--- src/rtl/riscv_pkg.sv ---
// Shared encodings for the fetch stage: PCSrc values, fetch FSM states and the canonical NOP.
package riscv_pkg;

  localparam logic [1:0]  PC_PLUS4  = 2'b00;
  localparam logic [1:0]  PC_TARGET = 2'b01;
  localparam logic [1:0]  PC_ALU    = 2'b10;
  localparam logic [31:0] INSTR_NOP = 32'h0000_0013;

  typedef enum logic [1:0] {
    IDLE    = 2'b00,
    WAIT    = 2'b01,
    DISCARD = 2'b10
  } fetch_state_e;

  // PCSrc 2'b11 aliases PC+4, so only TARGET and ALU redirect.
  function automatic logic is_redirect(input logic [1:0] src);
    return (src != PC_PLUS4) && (src != 2'b11);
  endfunction

endpackage

--- src/rtl/fetch_buffer.sv ---
// In-order instruction buffer: power-of-2 FIFO with push/pop/flush; flush overrides push and pop.
module fetch_buffer #(
  parameter int unsigned DEPTH = 2,
  parameter int unsigned WIDTH = 64
) (
  input  logic                     clk,
  input  logic                     rst,
  input  logic                     push,
  input  logic                     pop,
  input  logic                     flush,
  input  logic [WIDTH-1:0]         wdata,
  output logic [WIDTH-1:0]         rdata,
  output logic [$clog2(DEPTH):0]   count
);
  localparam int unsigned AW = $clog2(DEPTH);

  logic [WIDTH-1:0] mem [DEPTH];
  logic [AW-1:0]    wr_ptr;
  logic [AW-1:0]    rd_ptr;

  // Head reads as zero when empty so the consumer sees clean values.
  assign rdata = (count != '0) ? mem[rd_ptr] : '0;

  always_ff @(posedge clk) begin
    if (rst || flush) begin
      wr_ptr <= '0;
      rd_ptr <= '0;
      count  <= '0;
    end else begin
      if (push) begin
        mem[wr_ptr] <= wdata;
        wr_ptr      <= wr_ptr + 1'b1;
      end
      if (pop) begin
        rd_ptr <= rd_ptr + 1'b1;
      end
      case ({push, pop})
        2'b10:   count <= count + 1'b1;
        2'b01:   count <= count - 1'b1;
        default: ;
      endcase
    end
  end

endmodule

--- src/rtl/fetch_unit.sv ---
// Instruction fetch stage: owns the PC, single-outstanding imem fetch, in-order buffer of {instr, pc}.
// Build option FETCH_MISALIGN_TRAP_EN: a misaligned redirect target sets sticky misalign and halts fetch.
module fetch_unit
  import riscv_pkg::*;
#(
  parameter int unsigned     XLEN      = 32,
  parameter logic [XLEN-1:0] RESET_PC  = '0,
  parameter int unsigned     BUF_DEPTH = 2
) (
  input  logic            clk,
  input  logic            rst,
  output logic            imem_req,
  output logic [XLEN-1:0] imem_addr,
  input  logic            imem_rvalid,
  input  logic [31:0]     imem_rdata,
  output logic            instr_valid,
  output logic [31:0]     instr,
  output logic [XLEN-1:0] instr_pc,
  input  logic            instr_ready,
  input  logic [1:0]      pc_src,
  input  logic [XLEN-1:0] pc_target,
  input  logic [XLEN-1:0] alu_result,
  output logic            misalign
);
  localparam int unsigned CW = $clog2(BUF_DEPTH) + 1;
  localparam int unsigned EW = 32 + XLEN;

  fetch_state_e    state;
  logic [XLEN-1:0] fetch_pc;
  logic [XLEN-1:0] raw_target;
  logic [XLEN-1:0] new_pc;
  logic [CW-1:0]   count;
  logic [EW-1:0]   head;
  logic            retire;
  logic            redirect;
  logic            push;
  logic            room;
  logic            halt;
  logic            issue;

  assign retire     = instr_valid & instr_ready;
  assign redirect   = retire & is_redirect(pc_src);
  assign raw_target = (pc_src == PC_TARGET) ? pc_target : (alu_result & ~XLEN'(1));
  assign push       = (state == WAIT) & imem_rvalid;
  // Room after this cycle's pop: a pop implies a non-empty buffer.
  assign room       = (count < CW'(BUF_DEPTH)) | retire;
  assign issue      = (state == IDLE) & ~redirect & ~halt & room;

`ifdef FETCH_MISALIGN_TRAP_EN
  logic bad_target;
  assign bad_target = redirect & (raw_target[1:0] != 2'b00);
  assign new_pc     = raw_target;
  assign halt       = misalign;

  always_ff @(posedge clk) begin
    if (rst) begin
      misalign <= 1'b0;
    end else if (bad_target) begin
      misalign <= 1'b1;
    end
  end
`else
  assign new_pc   = raw_target & ~XLEN'(3);
  assign halt     = 1'b0;
  assign misalign = 1'b0;
`endif

  fetch_buffer #(
    .DEPTH (BUF_DEPTH),
    .WIDTH (EW)
  ) u_buf (
    .clk   (clk),
    .rst   (rst),
    .push  (push),
    .pop   (retire),
    .flush (redirect),
    .wdata ({imem_rdata, imem_addr}),
    .rdata (head),
    .count (count)
  );

  assign instr_valid       = (count != '0);
  assign {instr, instr_pc} = head;

  always_ff @(posedge clk) begin
    if (rst) begin
      state     <= IDLE;
      imem_req  <= 1'b0;
      imem_addr <= '0;
      fetch_pc  <= RESET_PC;
    end else begin
      imem_req <= 1'b0;
      if (redirect) begin
        fetch_pc <= new_pc;
      end else if (push) begin
        fetch_pc <= fetch_pc + XLEN'(4);
      end
      // A response arriving with the redirect is already dropped by the flush,
      // so WAIT only moves to DISCARD while the response is still in flight.
      case (state)
        IDLE: begin
          if (issue) begin
            imem_req  <= 1'b1;
            imem_addr <= fetch_pc;
            state     <= WAIT;
          end
        end
        WAIT: begin
          if (imem_rvalid) begin
            state <= IDLE;
          end else if (redirect) begin
            state <= DISCARD;
          end
        end
        DISCARD: begin
          if (imem_rvalid) begin
            state <= IDLE;
          end
        end
        default: state <= IDLE;
      endcase
    end
  end

endmodule
--- config.mk ---
export PLATFORM = sky130hd
export DESIGN_NAME = fetch_unit
export DESIGN_NICKNAME = d
export VERILOG_FILES = /design/src/rtl/riscv_pkg.sv /design/src/rtl/fetch_buffer.sv /design/src/rtl/fetch_unit.sv
export SDC_FILE = /design/constraint.sdc
export NUM_CORES = 1
export LEC_CHECK = 0
export CAP_MARGIN = 20
export CELL_PAD_IN_SITES_DETAIL_PLACEMENT = 1
export CELL_PAD_IN_SITES_GLOBAL_PLACEMENT = 2
export CORE_MARGIN = 2
export CORE_UTILIZATION = 35
export CTS_CLUSTER_DIAMETER = 40
export DETAILED_ROUTE_END_ITERATION = 7
export HOLD_SLACK_MARGIN = 0.08
export PLACE_DENSITY = 0.83
export SYNTH_ARGS = -nofsm -noshare
export SYNTH_HDL_FRONTEND = slang
export SYNTH_SLANG_ARGS = --single-unit
--- constraint.sdc ---
create_clock -name clk -period 13.8 [get_ports clk]
set_input_delay 2.07 -clock clk [delete_from_list [all_inputs] [get_ports clk]]
set_output_delay 2.07 -clock clk [all_outputs]
set_load 0.05 [all_outputs]
==> out/results.txt <==
RSZ-0062 raised after global routing -> false
Share of cells above drive strength 1 -> 6.32%
Port bufs -> 191
Post-Syn Instances -> 667
Crit Path Class -> reg2out
Nets@finish -> 947
Reg2reg start -> fetch_pc[4]
Routed WL per cell -> 18.2 µm
Via count of the first global-routing pass -> 6,263
Multi-input logic area -> 0.00292 mm²
Data required, critical path -> 11.73 ns
Commonest cells after routing, fill and taps aside -> clkdlybuf4s50_1, edfxtp_1, nor2_1
TritonCTS clock tree -> yes
R2r endpoint -> fetch_pc[17]
Relative slew margins -> 24.3%
# rows -> 56
R2r setup slk -> 11.00 ns
Initial core utilization -> 35.3%
Clock buffer count from CTS -> 17
EDFF count, synth -> 124
Max Cap Viol -> 0
Crit path max fanout -> 62
Final min period -> 4.91 ns
Most common cell after layout, fill and taps aside -> clkdlybuf4s50_1
Syn Area/Cell -> 12.3 µm²
Mapped Area -> 0.00820 mm²
Via count -> 5,892
Clk Latency, worst-skew pair -> 0.42 ns
Fillcell total -> 2,449
Slowest stage delay, CP -> 0.84 ns
# H-tree levels -> 4
Cell taking the most area after synthesis -> edfxtp_1
# hold bufs at CTS -> 0
Clock skew -> 0.0149 ns
Root Driver -> clkbuf_16
Worst setup EP type -> primary output
Chip Height -> 157 µm
Peak VDD IR -> 0.0794 mV
Core area -> 0.0233 mm²
Remaining global-route overflow -> 0
Hold Path Origin -> imem_addr[5]
Clock Path Buffers -> 2
Post-CTS resize count -> 0
N_diodes -> 0
Worst min-delay path class -> reg2reg
Clk sink count -> 192
CP Launch Type -> register
Primary FF master, synth -> edfxtp_1
Post-layout util -> 47.3%
Yosys reg bits -> 192
Antenna violations before repair -> 0
Antenna-violating nets left -> 0
Worst reg2reg path depth -> 4
DRT Pass-1 Iters -> 4
# IOs -> 201
Final GP Congestion -> 0.884
Final max-slew violation count -> 0
Setup Fix Bufs, Post-CTS -> 0
Post-synthesis sequential area ratio -> 62.0%
Outcome -> finished clean
DRC Markers -> 0
Synth top area cells -> edfxtp_1, dfxtp_1, mux2i_1
Async S/R FF share, synth -> 0%
Largest net degree at the start of global routing -> 66
Tcrit/Tclk final -> 35.6%
WHS Path Cells -> 0
Slew @ Worst Pin -> 1.14 ns
# setup viols final -> 0
Area delta synth->final -> 34.1%
DIE WIDTH -> 157 µm
Die area -> 0.0247 mm²
Post-DR vias/cell -> 5.02
First-pass GRT wire length -> 33,400 µm
Synth unique cells -> 48
Slowest stage cell, crit path -> clkdlybuf4s50_1
Setup_tns -> 0 ns
Cell leakage power -> 0.00358 µW
Max Clk Rate -> 204 MHz
Crit path DAT -> 2.84 ns
Pwr/cell area -> 174 mW/mm²
Register area -> 0.00509 mm²
Final Hold Fails -> 0
Worst path cell trace -> buf_4 > mux2i_1 > nor2_1 > clkdlybuf4s50_1
HPWL after DPL -> 14,700 µm
DRT iter0 DRCs -> 387
Worst-path clk slew -> 0.08 ns
Synth top area share -> 45.4%
Hold EP -> u_buf.mem[1][5]
GRT Total Usage -> 17.3%
Routed WL -> 21,300 µm
Synth warnings -> 0
[through the flow]
step                worst slack, ns  cells  area, µm²  hold WS, ns  power (µW)
floorplan                      6.22    671       8220        0.477        1190
finish                         8.89   1174      11000        0.493        1920
CTS                            8.83   1174      11000        0.501        1940
global route                   8.74   1174      11000        0.521        2000
global placement               9.08   1142      10400        0.476        1420
detailed placement             9.03   1142      10400        0.485        1440
[final cells by class]
cell class	count	share of cell area, %
flip-flops and latches	192	46.2
clock inverters	12	1.18
multi-input cells	425	26.5
well taps	319	3.63
inverters	8	0.296
clock buffers	20	4.35
repair buffers	198	17.8
[cells in the mapped netlist, drive strengths merged (3+ instances only)]
master  number
edfxtp     124
nor2       104
mux2i       98
dfxtp       68
a211oi      31
clkbuf      28
nor2b       24
buf         18
nand3       17
a311oi      16
or4         16
nand2       15
o21ai       13
or3         12
nand4        9
o31ai        9
inv          8
xnor2        8
and3         5
nor3         5
xor2         5
a21oi        4
and4         3
ha           3
o311ai       3
[critical path: cells and delay by family, from the launching register on]
kind	cells	cell delay [ns]
flops	1	0.34
mux	1	0.21
buf+inv	2	1.62
simple gates	1	0.15
[worst max path at each step]
stage               cells past startpoint          endpoint  slack (ns)
finish                                  4         instr[29]        8.89
global route                            4      instr_pc[13]        8.74
CTS                                     4         instr[29]        8.83
detailed placement                      7  u_buf.mem[1][20]        9.03
floorplan                               5  u_buf.mem[0][10]        6.22
global placement                        7  u_buf.mem[1][19]        9.08
[cells by family (layout without fill, tap and decap cells)]
logic type / count (synthesis) / count (layout) / share of synthesized area (%)
other: 1 / 5 / 0.0457
AND/OR/NAND/NOR: 220 / 220 / 13.5
AO/OA/AOI/OAI: 84 / 84 / 7.56
flip-flops: 192 / 192 / 62.0
XOR/XNOR: 13 / 13 / 1.39
multiplexers: 100 / 100 / 12.2
buffers and inverters: 54 / 238 / 2.85
adder cells (fa/ha/maj): 3 / 3 / 0.458
[metal layers]
| metal | up-vias | global-route usage [%] | routed length (µm) |
|---|---|---|---|
| met1 | 2853 | 22.4 | 9670 |
| li1 | 2830 | - | - |
| met2 | 194 | 29.6 | 10300 |
| met3 | 15 | 3.85 | 1200 |
| met5 | - | 0 | 0 |
| met4 | 0 | 4.20 | 191 |
[report_power, final]
part           switching [µW]  internal, µW  leakage [µW]  total [µW]
sequential               45.5           658       0.00168         703
clock                     235           265      0.000302         500
combinational             469           245       0.00159         714
[state kept, by name (all words and copies together) (netlist names), named ones only]
register	count
state	2
imem_addr	30
u_buf.rd_ptr	1
u_buf.mem	124
fetch_pc	30
u_buf.count	2
imem_req	1
u_buf.wr_ptr	1
No activity file was read; power rests on OpenSTA's default activity.
